[config.mk]
export PLATFORM = sky130hd
export DESIGN_NAME = puf_challenge_sequencer
export DESIGN_NICKNAME = d
export VERILOG_FILES = /design/src/rtl/puf_challenge_sequencer.sv
export SDC_FILE = /design/constraint.sdc
export NUM_CORES = 1
export LEC_CHECK = 0
export BUFFER_PORTS_ARGS = -buffer_cell sky130_fd_sc_hd__buf_2
export CORE_ASPECT_RATIO = 0.9
export CORE_MARGIN = 8
export CORE_UTILIZATION = 57
export CTS_BUF_LIST = sky130_fd_sc_hd__clkbuf_8
export DETAILED_ROUTE_END_ITERATION = 8
export GPL_ROUTABILITY_DRIVEN = 0
export PLACE_DENSITY = 0.84
export SYNTH_ARGS = -nofsm -noshare
export SYNTH_HDL_FRONTEND = slang
export SYNTH_SLANG_ARGS = --single-unit
[constraint.sdc]
create_clock -name clock -period 2.78 [get_ports clock]
set_clock_uncertainty 0.05 [all_clocks]
set_input_delay 0.556 -clock clock [delete_from_list [all_inputs] [get_ports clock]]
set_output_delay 0.556 -clock clock [all_outputs]
set_load 0.02 [all_outputs]
[src/rtl/puf_challenge_sequencer.sv]
// Challenge sequencer for a ring-oscillator PUF: steps RO pair selects through a run,
// gates the oscillators for a fixed window, then compares the frozen counters into a response word.
module puf_challenge_sequencer #(
    parameter int CNT_W    = 12,
    parameter int SEL_W    = 4,
    parameter int NUM_BITS = 8,
    parameter int WINDOW   = 2000,
    parameter int SETTLE   = 4
) (
    input  logic                clock,
    input  logic                reset,
    input  logic                start,
    input  logic [SEL_W-1:0]    base1,
    input  logic [SEL_W-1:0]    base2,
    input  logic [CNT_W-1:0]    counter1_in,
    input  logic [CNT_W-1:0]    counter2_in,
    output logic [SEL_W-1:0]    select1,
    output logic [SEL_W-1:0]    select2,
    output logic                ro_enable,
    output logic                ro_reset,
    output logic                busy,
    output logic                done,
    output logic [NUM_BITS-1:0] response,
    output logic                tie_flag,
    output logic                sat_flag
);

    localparam logic [2:0] S_IDLE    = 3'd0;
    localparam logic [2:0] S_CLEAR   = 3'd1;
    localparam logic [2:0] S_MEASURE = 3'd2;
    localparam logic [2:0] S_SETTLE  = 3'd3;
    localparam logic [2:0] S_COMPARE = 3'd4;
    localparam logic [2:0] S_DONE    = 3'd5;

    // One down-counter times CLEAR, MEASURE and SETTLE; it only ever holds duration-1.
    localparam int TMR_MAX = (WINDOW > SETTLE) ? WINDOW : SETTLE;
    localparam int TMR_W   = $clog2(TMR_MAX);
    localparam int K_W     = (NUM_BITS > 1) ? $clog2(NUM_BITS) : 1;
    localparam logic [CNT_W-1:0] CNT_SAT  = '1;
    localparam logic [K_W-1:0]   K_LAST   = K_W'(NUM_BITS - 1);

    logic [2:0]          state_q, state_d;
    logic [TMR_W-1:0]    tmr_q, tmr_d;
    logic [K_W-1:0]      k_q, k_d, k_next;
    logic [SEL_W-1:0]    base1_q, base1_d, base2_q, base2_d;
    logic [SEL_W-1:0]    sel1_q, sel1_d, sel2_q, sel2_d;
    logic                en_q, en_d, clr_q, clr_d, busy_q, busy_d, done_q, done_d;
    logic [NUM_BITS-1:0] resp_q, resp_d;
    logic                tie_q, tie_d, sat_q, sat_d;

    logic cmp_gt, cmp_eq, sel_eq, cmp_sat;

    assign cmp_gt  = counter1_in > counter2_in;
    assign cmp_eq  = counter1_in == counter2_in;
    assign sel_eq  = sel1_q == sel2_q;
    assign cmp_sat = (counter1_in == CNT_SAT) || (counter2_in == CNT_SAT);
    assign k_next  = k_q + K_W'(1);

    always_comb begin
        state_d = state_q;
        tmr_d   = tmr_q;
        k_d     = k_q;
        base1_d = base1_q;
        base2_d = base2_q;
        sel1_d  = sel1_q;
        sel2_d  = sel2_q;
        resp_d  = resp_q;
        tie_d   = tie_q;
        sat_d   = sat_q;

        case (state_q)
            S_IDLE: begin
                if (start) begin
                    base1_d = base1;
                    base2_d = base2;
                    sel1_d  = base1;
                    sel2_d  = base2;
                    k_d     = '0;
                    resp_d  = '0;
                    tie_d   = 1'b0;
                    sat_d   = 1'b0;
                    tmr_d   = TMR_W'(1);
                    state_d = S_CLEAR;
                end
            end
            S_CLEAR: begin
                if (tmr_q == '0) begin
                    tmr_d   = TMR_W'(WINDOW - 1);
                    state_d = S_MEASURE;
                end else begin
                    tmr_d = tmr_q - TMR_W'(1);
                end
            end
            S_MEASURE: begin
                if (tmr_q == '0) begin
                    tmr_d   = TMR_W'(SETTLE - 1);
                    state_d = S_SETTLE;
                end else begin
                    tmr_d = tmr_q - TMR_W'(1);
                end
            end
            S_SETTLE: begin
                if (tmr_q == '0) begin
                    state_d = S_COMPARE;
                end else begin
                    tmr_d = tmr_q - TMR_W'(1);
                end
            end
            S_COMPARE: begin
                // A pair measured against itself carries no entropy: force 0 and flag it.
                resp_d[k_q] = cmp_gt && !sel_eq;
                tie_d       = tie_q || cmp_eq || sel_eq;
                sat_d       = sat_q || cmp_sat;
                if (k_q == K_LAST) begin
                    state_d = S_DONE;
                end else begin
                    k_d     = k_next;
                    sel1_d  = base1_q + SEL_W'(k_next);
                    sel2_d  = base2_q + SEL_W'(k_next);
                    tmr_d   = TMR_W'(1);
                    state_d = S_CLEAR;
                end
            end
            S_DONE: begin
                state_d = S_IDLE;
            end
            default: begin
                state_d = S_IDLE;
            end
        endcase

        // Outputs are decoded from the next state so they register in step with it.
        en_d   = (state_d == S_MEASURE);
        clr_d  = (state_d == S_IDLE) || (state_d == S_CLEAR) || (state_d == S_DONE);
        busy_d = (state_d == S_CLEAR) || (state_d == S_MEASURE) ||
                 (state_d == S_SETTLE) || (state_d == S_COMPARE);
        done_d = (state_d == S_DONE);
    end

    always_ff @(posedge clock or negedge reset) begin
        if (!reset) begin
            state_q <= S_IDLE;
            tmr_q   <= '0;
            k_q     <= '0;
            base1_q <= '0;
            base2_q <= '0;
            sel1_q  <= '0;
            sel2_q  <= '0;
            en_q    <= 1'b0;
            clr_q   <= 1'b1;
            busy_q  <= 1'b0;
            done_q  <= 1'b0;
            resp_q  <= '0;
            tie_q   <= 1'b0;
            sat_q   <= 1'b0;
        end else begin
            state_q <= state_d;
            tmr_q   <= tmr_d;
            k_q     <= k_d;
            base1_q <= base1_d;
            base2_q <= base2_d;
            sel1_q  <= sel1_d;
            sel2_q  <= sel2_d;
            en_q    <= en_d;
            clr_q   <= clr_d;
            busy_q  <= busy_d;
            done_q  <= done_d;
            resp_q  <= resp_d;
            tie_q   <= tie_d;
            sat_q   <= sat_d;
        end
    end

    assign select1   = sel1_q;
    assign select2   = sel2_q;
    assign ro_enable = en_q;
    assign ro_reset  = clr_q;
    assign busy      = busy_q;
    assign done      = done_q;
    assign response  = resp_q;
    assign tie_flag  = tie_q;
    assign sat_flag  = sat_q;

endmodule

==> key figures, run 1 <==
Run status
  • Run status: finished clean

Setup path
  • Maximum fanout along the worst path: 13
  • Required time worst endpoint: 2920 ps
  • Critical path type: reg -> reg
  • Crit path DAT: 2530 ps
  • Worst setup SP type: flop
  • Worst setup EP type: flop

Clock tree
  • Post-CTS Hold Buffers: 0
  • Num CTS Buffers: 5
  • Max Buffers Root-to-Sink: 2
  • Clock transition at path regs: 90 ps
  • CTS root buf: clkbuf_8
  • CTS tree: built
  • Postcts setup bufs: 0
  • CTS resizes: 0
  • Clk sinks: 47
  • Worst-Skew Late Latency: 300 ps
  • H-tree Lvls: 2

Route
  • Routed met1 length: 3176 um
  • Post-route ant nets: 0
  • Drt wl/cell: 15.89 um
  • Iter 0 DRT Violations: 234
  • Drt pass-1 iters: 4
  • Met3 Routed Length: 416 um
  • Vias after detailed routing: 2502
  • WL met2: 3132 um
  • Top layer in use: met4
  • DRC viols: 0
  • Via density: 5.859
  • WL final: 6783 um

Global routing
  • Largest net degree at the start of global routing: 33
  • Initial antenna violation count: 0
  • Gr ovfl total: 0
  • First-pass GRT wire length: 11830 um
  • Number of global-route vias before repair: 2573
  • Total GRT Usage: 18.18%

Cells and area
  • Most frequent cells in the layout: buf_2 (56), dfrtp_1 (46), nand2_1 (33)
  • Fill cells: 394
  • Commonest non-fill, non-tap cell in the layout: buf_2
  • Layout cells sized above 1: 23.20%
  • N_diodes: 0
  • Area grow syn2layout: 16.03%
  • Nets: 419

Yosys
  • Count of flip-flops with a built-in enable after synthesis: 0
  • Ys flop type: dfrtp_1
  • Mean post-synth cell area: 9.382 sq um
  • Async set or reset register ratio after synthesis: 100.0%
  • Syn_nets: 365
  • Ys Warns: 0
  • Synth cell types: 49
  • Seq/Total Area, Yosys: 40.88%
  • Top cells by area, synth: dfrtp_1 (40%), ha_1 (9.1%), o21ai_0 (4.3%)
  • Mapped Area: 2880 sq um
  • Yosys reg bits: 47
  • Area leader, netlist: dfrtp_1
  • Syn Inst Count: 307
  • Post-synth top area share: 39.97%

STA
  • Min Hold Slack: 104.0 ps
  • RSZ-0062 raised after global routing: no
  • Worst Tran Pin Value: 714.2 ps
  • Fmax achieved: 419.0 MHz
  • Fin crit period: 2387 ps
  • Final TNS setup: 0 ps
  • Slew Viols, Final: 0
  • Final hold violations: 0
  • Slew headroom: 52.27%
  • Final Cycle Share: 85.86%
  • Endpoints failing setup: 0

Placed design
  • DPL Wire Length: 5148 um
  • Number of port buffers: 56

Job
  • Max_cap viols: 0

Floorplan
  • Starting Density: 59.21%
  • Die ar.: 7587 sq um
  • IO Pins: 57
  • Core ar.: 4865 sq um
  • Site Rows: 24
  • Die width: 90.93 um
  • Die Y: 83.44 um

Power
  • VDD IR max: 0.0002906 V
  • Power Density: 408.7 nW/um^2
  • Leakage: 1.631 nW

Min path
  • Min-delay worst type: in -> async
-- power breakdown --
part	total (mW)	internal, mW	switching, mW
Sequential	0.685	0.684	0.000824
Combinational	0.0892	0.0390	0.0502
Clock	0.592	0.358	0.233
-- metal layers --
layer | GRT usage [%] | up-vias
met4 | 4.012 | 0
li1 | - | 1225
met5 | 0 | -
met2 | 30.04 | 65
met1 | 23.09 | 1205
met3 | 4.856 | 7
-- per-stage QoR --
| step | instance area, sq um | util [%] | cells | setup WS (ps) | total power [mW] |
|---|---|---|---|---|---|
| 3_3_place_gp | 3206 | 65.90 | 419 | 455.3 | 0.7846 |
| 5_1_grt | 3342 | 68.70 | 427 | 253.1 | 1.414 |
| 3_5_place_dp | 3206 | 65.90 | 419 | 376.3 | 0.7878 |
| 2_1_floorplan | 2880 | - | 307 | 709.4 | 0.7340 |
| 6_report | 3342 | 68.70 | 427 | 393.2 | 1.366 |
| 4_1_cts | 3342 | 68.70 | 427 | 388.5 | 1.371 |
-- final timing paths --
kind	startpoint	to	slack [ps]	cells after the start
max in group asynchronous	reset	response[4]	1840	2
min in group clock	sat_flag	sat_flag	430	2
worst max-delay path	k_q[1]	tmr_q[8]	390	7
worst min register to register	sat_flag	sat_flag	430	2
worst min-delay path	reset	tmr_q[0]	100	1
worst max register to register	k_q[1]	tmr_q[8]	390	7
-- area by class of cell --
class                      instances  area [sq um]  share of cell area [%]
timing repair buffer              61         317.8                   9.510
tap                               65         81.33                   2.434
sequential                        47          1177                   35.23
multi-input combinational        229          1565                   46.84
clock buffer                       5         68.82                   2.059
clock inverter                     3         67.56                   2.022
inverter                          17         63.81                   1.909
-- Yosys cell counts (2+ instances only) --
cell       n
dfrtp_1   46
nand2_1   33
o21ai_0   25
ha_1      21
inv_1     17
nor2_1    16
a21oi_1   12
nand4_1   11
nand3_1    8
nor3_1     8
xnor2_1    8
clkbuf_1   7
o211ai_1   7
o31ai_1    7
mux2_2     6
nand2b_1   6
o311ai_0   5
a21o_1     4
mux2i_1    4
o21a_1     4
a31oi_1    3
and2_1     3
nor2b_1    3
o21ai_1    3
or3_1      3
or4_1      3
and3_1     2
buf_2      2
buf_4      2
buf_6      2
fa_1       2
nor3b_1    2
o21bai_1   2
o22a_1     2
o22ai_1    2
o41ai_1    2
or2_2      2
-- logic make-up (layout without fill, tap and decap cells) --
kind of cell,after synthesis,count (layout),share of synthesized area (%)
adders and majority gates,23,23,10.51
xor gates and xnor gates,9,9,2.737
buffers and inverters,31,86,4.952
muxes,10,10,3.736
and+or+nand+nor,105,105,18.90
AOI/OAI and AO/OA,82,82,18.29
DFF,47,47,40.88
-- flip-flops by register name, indices dropped and copies added, names as in the netlist, 3 cells and up --
signal    flops
k_q           3
state_q       3
response      8
select2       4
base2_q       4
base1_q       4
select1       4
tmr_q        11
-- critical path: stages (launching register included) --
cell	delay, ps
dfrtp_1	490
ha_1	240
ha_1	230
nor4b_4	300
o21bai_1	230
o21ai_2	230
nand2b_1	260
o41ai_1	260
Note: power is estimated with default switching activity, not from simulation.
==> inputs of run 2 (changes only) <==
--- a/config.mk
+++ b/config.mk
@@ -5,14 +5,15 @@
 export SDC_FILE = /design/constraint.sdc
 export NUM_CORES = 1
 export LEC_CHECK = 0
+export ABC_AREA = 1
 export BUFFER_PORTS_ARGS = -buffer_cell sky130_fd_sc_hd__buf_2
 export CORE_ASPECT_RATIO = 0.9
 export CORE_MARGIN = 8
-export CORE_UTILIZATION = 57
+export CORE_UTILIZATION = 58
 export CTS_BUF_LIST = sky130_fd_sc_hd__clkbuf_8
 export DETAILED_ROUTE_END_ITERATION = 8
 export GPL_ROUTABILITY_DRIVEN = 0
-export PLACE_DENSITY = 0.84
+export PLACE_DENSITY = 0.85
 export SYNTH_ARGS = -nofsm -noshare
 export SYNTH_HDL_FRONTEND = slang
 export SYNTH_SLANG_ARGS = --single-unit
==> key figures, run 2 <==
Setup path
  • Crit path cell chain: nor2_2 -> inv_2 -> nor3_2 -> inv_2 -> nand2_1 -> o21ai_0 -> inv_1 -> nand2_1 -> nand2_1
  • Critical path type: reg -> reg
  • Worst setup EP type: flop
  • Worst R2R Setup Slack: 720 ps (+330 ps)
  • Crit path DAT: 2250 ps (-280 ps)
  • R2r worst-path depth: 9 (+2)
  • Worst path top cell family by delay: simple AND/OR/NAND/NOR gates
  • Maximum fanout along the worst path: 21 (+8)
  • CP peak stage delay: 510 ps (+20 ps)
  • R2r startpoint: state_q[1]
  • CP max-delay cell: nand2_1
  • Crit Reg-Reg Endpoint: select2[3]
  • Cell mode on critical path: nand2_1
  • Required time worst endpoint: 2970 ps (+50 ps)
  • Buf+Inv Stages, Crit Path: 3 (+3)
  • Worst setup SP type: flop

STA
  • RSZ-0062 raised after global routing: no
  • Endpoints failing setup: 0 (unchanged)
  • Slew headroom: 59.13% (+6.9 points)
  • Final Cycle Share: 74.02% (-12 points)
  • Final TNS setup: 0 ps (unchanged)
  • Worst Tran Pin Value: 611.6 ps (-102.6 ps)
  • Fmax achieved: 486.0 MHz (+16%)
  • Slew Viols, Final: 0 (unchanged)
  • Final hold violations: 0 (unchanged)
  • Fin crit period: 2058 ps (-329.0 ps)

Floorplan
  • Die Y: 84.04 um (+0.72%)
  • Core ar.: 4895 sq um (+0.62%)
  • Site Rows: 24 (unchanged)
  • Starting Density: 60.94% (+1.7 points)
  • Die ar.: 7697 sq um (+1.5%)
  • Die width: 91.59 um (+0.73%)
  • IO Pins: 57 (unchanged)

Yosys
  • Post-synthesis compound-gate area fraction: 6.418% (-12 points)
  • Largest family of logic cells by synthesized area: simple AND/OR/NAND/NOR gates
  • Syn Inst Count: 405 (+32%)
  • Seq/Total Area, Yosys: 39.47% (-1.4 points)
  • Mapped Area: 2983 sq um (+3.6%)
  • Mean post-synth cell area: 7.365 sq um (-21%)
  • Cell with the most instances after synthesis: nand2_1
  • Ys flop type: dfrtp_1
  • Synth Area in XOR/XNOR: 2.936% (+0.20 points)
  • Syn_nets: 463 (+27%)
  • Synth cell types: 34 (-31%)
  • Area leader, netlist: dfrtp_1
  • Count of flip-flops with a built-in enable after synthesis: 0 (unchanged)
  • Post-synth top area share: 38.59% (-1.4 points)
  • Adder-cell share of the synthesized area: 10.15% (-0.36 points)
  • Simple-Gate Fraction of Synth Area: 32.21% (+13 points)
  • Top cells by area, synth: dfrtp_1 (39%), nand2_1 (18%), ha_1 (8.8%)
  • Async set or reset register ratio after synthesis: 100.0% (unchanged)
  • Mux cell area share after synthesis: 0% (-3.7 points)
  • Ys Warns: 0 (unchanged)
  • Yosys reg bits: 47 (unchanged)
  • Most instantiated cells after synthesis: nand2_1 (140), inv_1 (57), dfrtp_1 (46)

Global routing
  • Number of global-route vias before repair: 2778 (+8.0%)
  • First-pass GRT wire length: 12320 um (+4.1%)
  • Gr ovfl total: 0 (unchanged)
  • Initial antenna violation count: 0 (unchanged)
  • Largest net degree at the start of global routing: 30 (-9.1%)
  • Total GRT Usage: 18.84% (+0.66 points)

Cells and area
  • Area grow syn2layout: 14.22%
  • Layout cells sized above 1: 17.20% (-6.0 points)
  • N_diodes: 0 (unchanged)
  • Biggest register: tmr_q
  • Fill cells: 411 (+4.3%)
  • Commonest non-fill, non-tap cell in the layout: nand2_1
  • Nets: 522 (+25%)
  • Largest register FFs: 11 (unchanged)
  • Most frequent cells in the layout: nand2_1 (140), inv_1 (59), buf_2 (56)

Clock tree
  • Max Buffers Root-to-Sink: 2 (unchanged)
  • Clk sinks: 47 (unchanged)
  • Num CTS Buffers: 5 (unchanged)
  • CTS resizes: 0 (unchanged)
  • Clock transition at path regs: 90 ps (about the same)
  • CTS tree: built
  • H-tree Lvls: 2 (unchanged)
  • CTS root buf: clkbuf_8
  • Postcts setup bufs: 0 (unchanged)
  • Worst-Skew Late Latency: 300 ps (about the same)
  • Post-CTS Hold Buffers: 0 (unchanged)

Power
  • Power Density: 352.2 nW/um^2 (-14%)
  • VDD IR max: 0.0003489 V (+20%)
  • Overall Power: 1.200 mW (-12%)
  • Leakage: 1.989 nW (+22%)

Route
  • Drt pass-1 iters: 4 (unchanged)
  • Vias after detailed routing: 2780 (+11%)
  • WL final: 6966 um (+2.7%)
  • Post-route ant nets: 0 (unchanged)
  • Via density: 5.245 (-10%)
  • DRC viols: 0 (unchanged)
  • Drt wl/cell: 13.14 um (-17%)
  • Iter 0 DRT Violations: 118 (-50%)

Placed design
  • Number of port buffers: 56 (unchanged)
  • DPL Wire Length: 5459 um (+6.0%)

Min path
  • Min-delay worst type: in -> async

Job
  • Max_cap viols: 0 (unchanged)

Run status
  • Run status: finished clean
-- run 2: final cells by class --
type | instances | area [sq um] | share of cell area (%)
sequential | 47 | 1177 | 34.56
inverter | 61 | 229.0 | 6.721
multi-input combinational | 291 | 1543 | 45.28
timing repair buffer | 58 | 295.3 | 8.667
tap | 65 | 81.33 | 2.387
clock inverter | 3 | 12.51 | 0.3672
clock buffer | 5 | 68.82 | 2.020
-- run 2: per-stage QoR --
step	util [%]	worst slack, ps	instance area, sq um	hold slack (ps)	instances
floorplan	-	980.2	2983	210.4	405
global placement	67.94	781.4	3326	411.3	522
detailed placement	67.94	655.6	3326	420.6	522
CTS	69.61	728.7	3407	132.4	530
global route	69.61	498.3	3407	145.0	530
finish	69.61	722.2	3407	128.7	530
-- run 2: where the power goes --
group	switching [mW]	total [mW]	internal, mW
registers	0.00461	0.694	0.689
clock network	0.225	0.395	0.170
logic	0.0643	0.112	0.0473
total	0.294	1.20	0.906
-- run 2: worst max-delay path by stage --
stage | to | cells past startpoint | startpoint | slack, ps
after CTS | select2[3] | 9 | state_q[1] | 730
after floorplan | select2[3] | 8 | k_q[1] | 980
after detailed placement | select2[3] | 9 | start | 660
after global placement | select1[3] | 9 | start | 780
final | select2[3] | 9 | state_q[1] | 720
after global routing | select2[3] | 9 | state_q[1] | 500
-- run 2: layer usage --
| layer | vias up | GRT usage, % | part of all wire (%) |
|---|---|---|---|
| met1 | 1293 | 22.97 | 44 |
| met4 | 0 | 5.052 | 1.1 |
| li1 | 1401 | - | - |
| met3 | 11 | 4.496 | 6.2 |
| met2 | 75 | 32.11 | 48 |
| met5 | - | 0 | 0 |
-- run 2: logic make-up (layout without fill, tap and decap cells) --
kind of cell	Yosys count	count (layout)
AND/OR/NAND/NOR	224	224
buffers and inverters	67	127
flip-flops	47	47
AO/OA/AOI/OAI	34	34
adder cells (fa/ha/maj)	23	23
XOR/XNOR	10	10
==> inputs of run 3 (changes only) <==
==> constraint.sdc (replaced) <==
create_clock -name clock -period 1.9 [get_ports clock]
set_clock_uncertainty 0.05 [all_clocks]
set_input_delay 0.38 -clock clock [delete_from_list [all_inputs] [get_ports clock]]
set_output_delay 0.38 -clock clock [all_outputs]
set_load 0.02 [all_outputs]
==> key figures, run 3 (synthesis results as in run 2) <==
STA
  • Endpoints failing setup: 0 (unchanged)
  • Final hold violations: 0 (unchanged)
  • Slew Viols, Final: 0 (unchanged)
  • Final TNS setup: 0 ps (unchanged)
  • Final Cycle Share: 93.94% (+20 points)
  • Min Hold Slack: 229.7 ps (+101.0 ps)
  • Fin crit period: 1785 ps (-272.9 ps)
  • Worst setup margin: 115.2 ps (-607.1 ps)
  • Slew headroom: 63.02% (+3.9 points)
  • RSZ-0062 raised after global routing: no
  • Worst Tran Pin Value: 552.6 ps (-59.01 ps)
  • Fmax achieved: 560.3 MHz (+15%)

Clock tree
  • CTS root buf: clkbuf_8
  • Clock transition at path regs: 90 ps (about the same)
  • CTS tree: built
  • Worst-Skew Late Latency: 300 ps (about the same)
  • Max Buffers Root-to-Sink: 2 (unchanged)
  • Num CTS Buffers: 5 (unchanged)
  • H-tree Lvls: 2 (unchanged)
  • Clk sinks: 47 (unchanged)

Placed design
  • DP Worst Slack: 10.21 ps (-645.4 ps)
  • Placement Cell Area: 3383 sq um (+1.7%)
  • DPL Wire Length: 5444 um (-0.27%)
  • Number of port buffers: 56 (unchanged)
  • Dpl cells: 528 (+1.1%)

Floorplan
  • Die Y: 84.04 um (unchanged)
  • IO Pins: 57 (unchanged)
  • Starting Density: 60.94% (unchanged)
  • Die width: 91.59 um (unchanged)
  • Site Rows: 24 (unchanged)
  • Core ar.: 4895 sq um (unchanged)
  • Die ar.: 7697 sq um (unchanged)

Cells and area
  • Most frequent cells in the layout: nand2_1 (138), inv_1 (57), buf_2 (56)
  • N_diodes: 0 (unchanged)
  • Area grow syn2layout: 19.71%
  • Commonest non-fill, non-tap cell in the layout: nand2_1
  • Biggest register: tmr_q
  • Final instance area: 3571 sq um (+4.8%)
  • Largest register FFs: 11 (unchanged)
  • Nets: 530 (+1.5%)
  • Fin cells: 538 (+1.5%)
  • Layout cells sized above 1: 20.30% (+3.1 points)

Route
  • Via density: 5.171 (-1.4%)
  • Drt pass-1 iters: 4 (unchanged)
  • Iter 0 DRT Violations: 163 (+38%)
  • Vias after detailed routing: 2782 (+0.072%)
  • WL final: 7140 um (+2.5%)
  • Post-route ant nets: 0 (unchanged)
  • DRC viols: 0 (unchanged)
  • Drt wl/cell: 13.27 um (+0.97%)

Setup path
  • Required time worst endpoint: 2050 ps (-920 ps)
  • Worst setup EP type: flop
  • Crit path DAT: 1940 ps (-310 ps)
  • Critical path type: reg -> reg
  • Worst setup SP type: flop
  • Maximum fanout along the worst path: 3 (-86%)

Global routing
  • Initial antenna violation count: 0 (unchanged)
  • Total GRT Usage: 19.35% (+0.51 points)
  • First-pass GRT wire length: 12470 um (+1.2%)
  • Gr ovfl total: 0 (unchanged)
  • Largest net degree at the start of global routing: 31 (+3.3%)
  • Number of global-route vias before repair: 2740 (-1.4%)

Job
  • Max_cap viols: 0 (unchanged)

Power
  • Leakage: 2.057 nW (+3.4%)
  • VDD IR max: 0.0004892 V (+40%)
  • Power Density: 546.7 nW/um^2 (+55%)

Run status
  • Run status: finished clean

Min path
  • Min-delay worst type: in -> reg
==> run 3: cell count changes in the layout (fill, tap and decap cells not counted), sizes merged <==
cell	change
buf	+7
inv	-2
bufinv	+1
clkbuf	+1
dlygate4sd3	+1
==> run 3: metal layers <==
metal | global-route usage [%] | vias up | share of wire (%)
met1 | 24.07 | 1278 | 44
met5 | 0 | - | 0
met3 | 5.396 | 7 | 7.1
met2 | 31.98 | 87 | 48
li1 | - | 1410 | -
met4 | 4.903 | 0 | 0.90
==> run 3: layout make-up <==
class | instances | area [sq um]
fill | 359 | 1324
clock inverter | 2 | 35.03
timing repair buffer | 66 | 370.4
tap | 65 | 81.33
clock buffer | 6 | 82.58
inverter | 61 | 229.0
multi-input combinational | 291 | 1595
sequential | 47 | 1177
==> run 3: worst max-delay path, stage by stage (launching register included) <==
cell     delay [ps]
dfrtp_1         410
ha_2            210
ha_4            230
ha_1            320
a21oi_2         160
xor2_1          150
nand2_1          60
nand2_1          50
nand2_1          40
==> run 3: power breakdown <==
part | internal, mW | switching (mW)
Sequential | 1.01 | 0.00755
Combinational | 0.0744 | 0.0951
Clock | 0.426 | 0.341
==> run 3: stage by stage <==
step	power, mW	util, %
floorplan	1.113	-
global placement	1.193	69.12
detailed placement	1.200	69.12
CTS	1.956	71.80
global route	2.025	72.96
finish	1.952	72.96
==> run 3: timing repair <==
| action | 4_1_cts | 5_1_grt |
|---|---|---|
| endpoints found under the hold margin | 16 | 0 |
| hold buffers | 1 | 0 |
| buffers inserted | 0 | 1 |
| resized for setup | 1 | 9 |
| pin swaps | 0 | 1 |
| endpoints found under the setup margin | 1 | 14 |
==> run 3: path summary, 6_finish.rpt <==
path	from	endpoint	slack [ps]	cells past startpoint
worst min register to register	base2_q[0]	base2_q[0]	440	2
max in group asynchronous	reset	response[1]	790	3
worst max-delay path	k_q[0]	select1[3]	120	8
worst min-delay path	base2[3]	base2_q[3]	230	3
worst max register to register	k_q[0]	select1[3]	120	8
min in group asynchronous	reset	base2_q[3]	500	2
